===== src/rtl/registrador_universal.sv =====
// Universal N-bit register: hold/load/shift/rotate/clear plus burst sequencer.
// Optional registered even parity output enabled by REGISTRADOR_PARITY_EN.
module registrador_universal #(
  parameter int N     = 8,
  parameter int CNT_W = 4
) (
  input  logic             clk,
  input  logic             rst_n,
  input  logic [2:0]       mode,
  input  logic [N-1:0]     d,
  input  logic             sin_l,
  input  logic             sin_r,
  input  logic             start,
  input  logic [CNT_W-1:0] amount,
  output logic [N-1:0]     q,
  output logic             sout_l,
  output logic             sout_r,
  output logic             busy,
  output logic             done,
  output logic             parity
);

  typedef enum logic {
    IDLE,
    RUN
  } state_t;

  localparam logic [2:0] M_HOLD  = 3'b000;
  localparam logic [2:0] M_LOAD  = 3'b001;
  localparam logic [2:0] M_SHL   = 3'b010;
  localparam logic [2:0] M_SHR   = 3'b011;
  localparam logic [2:0] M_ROTL  = 3'b100;
  localparam logic [2:0] M_ROTR  = 3'b101;
  localparam logic [2:0] M_CLEAR = 3'b110;

  state_t           state;
  state_t           state_n;
  logic [N-1:0]     q_n;
  logic [CNT_W-1:0] cnt;
  logic [CNT_W-1:0] cnt_n;
  logic [2:0]       op;
  logic [2:0]       op_n;
  logic             busy_n;
  logic             done_n;
  logic             burst_req;
  logic             last_step;

  function automatic logic [N-1:0] apply_op(
    input logic [2:0]   m,
    input logic [N-1:0] v,
    input logic [N-1:0] ld,
    input logic         sl,
    input logic         sr
  );
    logic [N-1:0] r;
    r = v;
    case (m)
      M_HOLD:  r = v;
      M_LOAD:  r = ld;
      M_SHL:   r = {v[N-2:0], sl};
      M_SHR:   r = {sr, v[N-1:1]};
      M_ROTL:  r = {v[N-2:0], v[N-1]};
      M_ROTR:  r = {v[0], v[N-1:1]};
      M_CLEAR: r = '0;
      default: r = v;
    endcase
    return r;
  endfunction

  assign burst_req = start &&
                     (mode inside {M_SHL, M_SHR, M_ROTL, M_ROTR});
  assign last_step = (cnt == CNT_W'(1));

  always_comb begin
    state_n = state;
    q_n     = q;
    cnt_n   = cnt;
    op_n    = op;
    busy_n  = busy;
    done_n  = 1'b0;
    unique case (state)
      IDLE: begin
        if (burst_req) begin
          // start edge only latches; q untouched
          op_n  = mode;
          cnt_n = amount;
          if (amount != '0) begin
            busy_n  = 1'b1;
            state_n = RUN;
          end else begin
            done_n = 1'b1;
          end
        end else begin
          q_n = apply_op(mode, q, d, sin_l, sin_r);
        end
      end
      RUN: begin
        q_n   = apply_op(op, q, d, sin_l, sin_r);
        cnt_n = cnt - CNT_W'(1);
        if (last_step) begin
          busy_n  = 1'b0;
          done_n  = 1'b1;
          state_n = IDLE;
        end
      end
      default: begin
        state_n = IDLE;
        busy_n  = 1'b0;
      end
    endcase
  end

  always_ff @(negedge clk or negedge rst_n) begin
    if (!rst_n) begin
      state <= IDLE;
      q     <= '0;
      cnt   <= '0;
      op    <= 3'b000;
      busy  <= 1'b0;
      done  <= 1'b0;
    end else begin
      state <= state_n;
      q     <= q_n;
      cnt   <= cnt_n;
      op    <= op_n;
      busy  <= busy_n;
      done  <= done_n;
    end
  end

  assign sout_l = q[N-1];
  assign sout_r = q[0];

`ifdef REGISTRADOR_PARITY_EN
  logic par_q;

  always_ff @(negedge clk or negedge rst_n) begin
    if (!rst_n) begin
      par_q <= 1'b0;
    end else begin
      par_q <= ^q_n;
    end
  end

  assign parity = par_q;
`else
  assign parity = 1'b0;
`endif

endmodule

===== config.mk =====
export PLATFORM = sky130hd
export DESIGN_NAME = registrador_universal
export DESIGN_NICKNAME = d
export VERILOG_FILES = /design/src/rtl/registrador_universal.sv
export SDC_FILE = /design/constraint.sdc
export NUM_CORES = 1
export LEC_CHECK = 0
export CORE_MARGIN = 8
export CORE_UTILIZATION = 45
export CTS_CLUSTER_DIAMETER = 50
export CTS_CLUSTER_SIZE = 10
export DETAILED_ROUTE_END_ITERATION = 7
export PLACE_DENSITY = 0.76
export SYNTH_ARGS = -nofsm -noshare
export SYNTH_HDL_FRONTEND = slang
export SYNTH_SLANG_ARGS = --single-unit

===== constraint.sdc =====
create_clock -name clk -period 1.6 [get_ports clk]
set_input_delay 0.24 -clock clk [delete_from_list [all_inputs] [get_ports clk]]
set_output_delay 0.24 -clock clk [all_outputs]
set_load 0.01 [all_outputs]

==> results of run 1 <==
-- cell usage in the layout, fill, tap and decap left out, drive strengths merged, types with 2 or more instances in the layout --
| cell type | count |
|---|---|
| xor2 | 2 |
| a221o | 7 |
| clkdlybuf4s50 | 8 |
| buf | 66 |
| or3b | 3 |
| o22ai | 2 |
| nand2b | 2 |
| or4 | 2 |
| a22oi | 5 |
| o21ai | 6 |
| clkdlybuf4s15 | 2 |
| a21o | 8 |
| inv | 10 |
| dlygate4sd2 | 3 |
| a211oi | 9 |
| mux2 | 6 |
| nand2 | 7 |
| o211ai | 6 |
| ha | 2 |
| nor2b | 2 |
| a21oi | 7 |
| o221ai | 2 |
| mux2i | 8 |
| nor2 | 8 |
| maj3 | 2 |
| a31oi | 7 |
| dfrtn | 18 |
| nand3 | 3 |
| clkbuf | 4 |
-- layout make-up --
class	count	area (um2)
clock buffers	3	22.52
fillers	215	701.9
inverters	10	37.54
multi-input cells	119	1071
flip-flops and latches	18	450.4
well taps	44	55.05
repair buffers	80	739.5
-- power breakdown --
group          internal [mW]  switching (mW)  leakage (nW)
clock network         0.0874           0.151        0.0138
registers              0.709           0.258         0.210
logic                   1.50            1.61         0.843
-- per-stage QoR --
stage          setup TNS [ns]  hold WS [ns]  worst slack (ns)  cells
4_1_cts                -7.972        0.4487           -0.3997    268
5_1_grt                -10.64        0.4738           -0.5592    274
2_1_floorplan          -8.234        0.4103           -0.5862    160
3_5_place_dp           -24.25        0.4471            -1.213    261
6_report               -9.830        0.4429           -0.4578    274
3_3_place_gp           -23.16        0.4273            -1.166    261
-- kinds of logic (layout without fill, tap and decap cells) --
logic type | count (synthesis) | after routing | share of synthesized area
AO/OA/AOI/OAI | 65 | 65 | 0.3379
adder cells (fa/ha/maj) | 4 | 4 | 0.03157
multiplexers | 15 | 15 | 0.1160
other | 1 | 1 | 0.002557
XOR/XNOR | 3 | 3 | 0.01792
flip-flops | 18 | 18 | 0.3072
AND/OR/NAND/NOR | 31 | 31 | 0.1109
buffers and inverters | 23 | 93 | 0.07593
-- sequential cells by signal (all words and copies together) (netlist names) --
register / count
cnt: 4
op: 3
q: 8
state: 1
busy: 1
done: 1
-- worst paths after layout --
| path | slack [ns] | cells past startpoint | end | from |
|---|---|---|---|---|
| max | -0.46 | 5 | q[1] | mode[2] |
| min | 0.44 | 1 | busy | busy |
| max reg2reg | -0.22 | 4 | q[1] | op[2] |
| min reg2reg | 0.44 | 1 | busy | busy |
| max in group asynchronous | 0.46 | 2 | done | rst_n |
| min in group asynchronous | 0.97 | 2 | q[0] | rst_n |
-- routing by layer --
metal / track usage / vias to the layer above / share of wire
li1: - / 758 / -
met1: 0.2266 / 862 / 0.34
met2: 0.3505 / 149 / 0.51
met3: 0.03434 / 40 / 0.098
met4: 0.09556 / 0 / 0.050
met5: 0 / - / 0
-- timing repair --
item | 4_1_cts | 5_1_grt
pin swaps | 14 | 9
endpoints found under the setup margin | 30 | 30
setup buffers | 4 | 5
endpoints found under the hold margin | 0 | 0
gates cloned | 0 | 1
hold buffers | 0 | 0
gates resized for setup | 107 | 23
==> impl_results.md, run 1 <==
- Slew of the pin with the lowest slew margin: 0.6084 ns
- Post-synth top area share: 0.3072
- Die H: 73.09 um
- Worst-path clk slew: 0.08 ns
- TritonCTS clock tree: done
- Async set or reset register ratio after synthesis: 1.000
- Initial antenna violation count: 0
- Area leader, netlist: dfrtn_1
- Synthesized instance count: 160
- Clk_lat worst skew: 0.29 ns
- Layout cells sized above 1: 0.4522
- H-tree levels: 1
- Netlist cell types: 47
- Final HPWL DP: 3.768 mm
- Failing checks: negative setup slack
- Total power per unit cell area: 1818 nW/um2
- Mapped cell area: 1466 um2
- Worst-path cell chain: buf_12 > or3b_4 > o221a_4 > o22ai_4 > a31oi_1
- Max Slew Vio Count: 0
- Final setup violation count: 30
- Sequential area share after synthesis: 0.3072
- Global-route wire length before repair: 8.480 mm
- # rows: 20
- LEAKAGE: 1.067 nW
- Vias in the first global route: 1789
- IO Pins: 33
- Synth top cells by count: 18 x dfrtn_1, 9 x a211oi_1, 9 x inv_1
- Die width: 73.09 um
- WS Path Type: in -> reg
- Synth top area cells: dfrtn_1 31%, mux2i_1 5.5%, a221o_1 4.8%
- Clk buf depth: 2
- Worst slew margin: 0.5944
- Syn Area/Cell: 9.165 um2
- Maxcap violations: 0
- Ant diodes: 0
- Yosys warns: 0
- Skew final: 0.001614 ns
- Drt first pass iters: 5
- CP startpoint kind: input pin
- Crit path DAT: 1.37 ns
- Slowest stage delay, CP: 0.43 ns
- Crit Path Max Fanout: 7
- Number of remaining DRC errors: 0
- EDFF count, synth: 0
- Crit-path leading delay family: compound AO/OA/AOI/OAI gates
- Peak VDD IR: 1168 uV
- Slowest-stage cell, CP: or3b_4
- Gr ovfl total: 0
- Top FF cell, synth: dfrtn_1
- Root buffer cell: clkbuf_4
- WP buf/inv: 1
- Req. time, crit path: 0.91 ns
- Initial core utilization: 0.4764
- Placed Area: 2130 um2
- Setup WS post-layout: -0.4578 ns
- Total track usage: 0.1997
- Starting DRT DRC Count: 316
- Syn Nets: 182
- Core footprint: 3078 um2
- Status: complete, but fails checks
- #FFs+latches synth: 18
- Die area: 5341 um2
- Layout net count: 254
- Placer Congestion: 0.9542
- Synth-to-Final Area Change: 62.03%
- TritonCTS Sinks: 18
- Worst hold-check path type: reg -> reg
- Final hold vios: 0
- Fin area: 2376 um2
- Final wirelength: 6.041 mm
- Cell with the most instances after synthesis: dfrtn_1
- Wire length per cell: 22.05 um
- RSZ-0062 raised after global routing: yes
- Final total power: 4.319 mW
- Core Util, Final: 0.7720
- Routed Antenna Nets: 0
- CTS buffer count: 3
- Vias/cell: 6.602
- Port Buffers: 31
- Largest net degree at the start of global routing: 19
- Crit. End Element: register
- Via count: 1809
No activity file was read; power rests on OpenSTA's default activity.
==> run 2: changes to the inputs <==
CORE_UTILIZATION = 35   (was 45)
PLACE_DENSITY = default   (was 0.76)
==> impl_results.md, run 2 (synthesis results as in run 1) <==
- Maxcap violations: 0 (unchanged)
- Non-Filler Instances: 282 (+2.9%)
- Core footprint: 4029 um2 (+31%)
- CTS buffer count: 3 (unchanged)
- Internal: 2.317 mW (+0.72%)
- Most common cell after layout, fill and taps aside: buf_4
- Slowest stage delay, CP: 0.42 ns (about the same)
- Placed Area: 2132 um2 (+0.12%)
- Clk buf depth: 2 (unchanged)
- Peak VDD IR: 1098 uV (-6.0%)
- Layout cells sized above 1: 0.4483 (-0.003898)
- Vias/cell: 5.709 (-14%)
- Setup TNS: -9.351 ns (+0.4784 ns)
- Placer Congestion: 0.9357 (-1.9%)
- WS Path Type: in -> reg
- Initial core utilization: 0.3640 (-0.1124)
- LEAKAGE: 1.070 nW (+0.32%)
- Max reg flops: 8 (unchanged)
- Gr ovfl total: 0 (unchanged)
- # hold bufs at CTS: 0 (unchanged)
- Crit Path Max Fanout: 7 (unchanged)
- Die H: 80.73 um (+10%)
- CP startpoint kind: input pin
- Worst-path cell chain: buf_12 > or3b_4 > o221a_4 > o22ai_4 > a31oi_1
- Global-route wire length before repair: 8.459 mm (-0.25%)
- Setup WS post-layout: -0.4117 ns (+0.04605 ns)
- Routed Antenna Nets: 0 (unchanged)
- Fin area: 2359 um2 (-0.74%)
- Wire length per cell: 18.35 um (-17%)
- Number of remaining DRC errors: 0 (unchanged)
- Clock power frac: 0.080 (+0.025)
- Largest reg by FF count: q
- Slowest-stage cell, CP: or3b_4
- Register share of total power: 0.221 (-0.003)
- Vias in the first global route: 1738 (-2.9%)
- Clk_lat worst skew: 0.27 ns (-0.02 ns)
- Final setup violation count: 30 (unchanged)
- TritonCTS Sinks: 18 (unchanged)
- Final hold vios: 0 (unchanged)
- Max Slew Vio Count: 0 (unchanged)
- Top flop regs: q x8, cnt x4, op x3
- Switching Share: 0.4408 (-0.02666)
- Total power per unit cell area: 1756 nW/um2 (-3.4%)
- # rows: 23 (+15%)
- Starting DRT DRC Count: 128 (-59%)
- Worst hold-check path type: reg -> reg
- Root buffer cell: clkbuf_8
- Largest net degree at the start of global routing: 19 (unchanged)
- Drt first pass iters: 4 (-1)
- Commonest cells after routing, fill and taps aside: 41 x buf_4, 18 x dfrtn_1, 13 x buf_2
- Combinational share of power: 0.699 (-0.022)
- Layout net count: 256 (+0.79%)
- Dpl ws: -1.197 ns (+0.01603 ns)
- Slew of the pin with the lowest slew margin: 0.5230 ns (-0.08546 ns)
- Initial antenna violation count: 0 (unchanged)
- Ant diodes: 0 (unchanged)
- IO Pins: 33 (unchanged)
- Port Buffers: 31 (unchanged)
- Final wirelength: 5.176 mm (-14%)
- Req. time, crit path: 0.89 ns (-0.02 ns)
- Total track usage: 0.1638 (-0.03595)
- Final HPWL DP: 3.701 mm (-1.8%)
- Worst slew margin: 0.6501 (+0.05569)
- H-tree levels: 1 (unchanged)
- Failing checks: negative setup slack
- Via count: 1610 (-11%)
- Worst-path clk slew: 0.05 ns (-0.03 ns)
- Cell total after placement: 268 (+2.7%)
- RSZ-0062 raised after global routing: yes
- Status: complete, but fails checks
- TritonCTS clock tree: done
- Die width: 80.73 um (+10%)
- Crit. End Element: register
- P_sw: 1.826 mW (-9.6%)
- Die area: 6517 um2 (+22%)
- Synth-to-Final Area Change: 60.84%
- Crit path DAT: 1.30 ns (-0.07 ns)
- Skew final: 0.003301 ns (+0.001687 ns)
-- run 2: metrics by stage --
stage,hold slack (ns),power (mW),util
detailed placement,0.4294,3.659,0.5292
CTS,0.4277,4.075,0.5708
finish,0.4225,4.142,0.5854
global placement,0.4261,3.582,0.5292
floorplan,0.4103,2.539,-
global route,0.4472,4.451,0.5854
-- run 2: what timing repair did --
| item | CTS | global route |
|---|---|---|
| resized for setup | 116 | 6 |
| setup endpoints to repair | 30 | 30 |
| pin swaps | 15 | 7 |
| buffers inserted | 6 | 5 |
-- run 2: path summary, 6_finish.rpt --
check,startpoint,endpoint,slack (ns),depth (start not counted)
worst max-delay path,mode[2],q[2],-0.41,5
worst min-delay path,busy,busy,0.42,1
worst max register to register,op[1],q[2],0,4
worst min register to register,busy,busy,0.42,1
max in group asynchronous,rst_n,cnt[0],0.42,2
min in group asynchronous,rst_n,q[0],1.01,2
-- run 2: power by group through the flow --
stage | Sequential (mW) | Combinational (mW) | Clock [mW]
after global routing | 0.942 | 3.15 | 0.356
after global placement | 0.914 | 2.67 | 0
final | 0.914 | 2.90 | 0.332
after detailed placement | 0.926 | 2.73 | 0
after CTS | 0.914 | 2.82 | 0.339
after floorplan | 0.986 | 1.55 | 0
-- run 2: layer usage --
layer / wire [um] / global-route usage
met1: 2016 / 0.1936
met2: 2811 / 0.2951
met3: 282 / 0.02870
met4: 66 / 0.04643
met5: 0 / 0
-- run 2: area by class of cell --
class                      count  area [um2]
sequential                    18       450.4
fill                         349        1670
multi-input combinational    119        1046
timing repair buffer          82       720.7
tap                           50       62.56
clock buffer                   3       41.29
inverter                      10       37.54
-- run 2: critical path, delay by kind of cell --
family,cells,cell delay [ns]
AO/OA/AOI/OAI,3,0.52
buffers and inverters,1,0.12
AND/OR/NAND/NOR,1,0.42
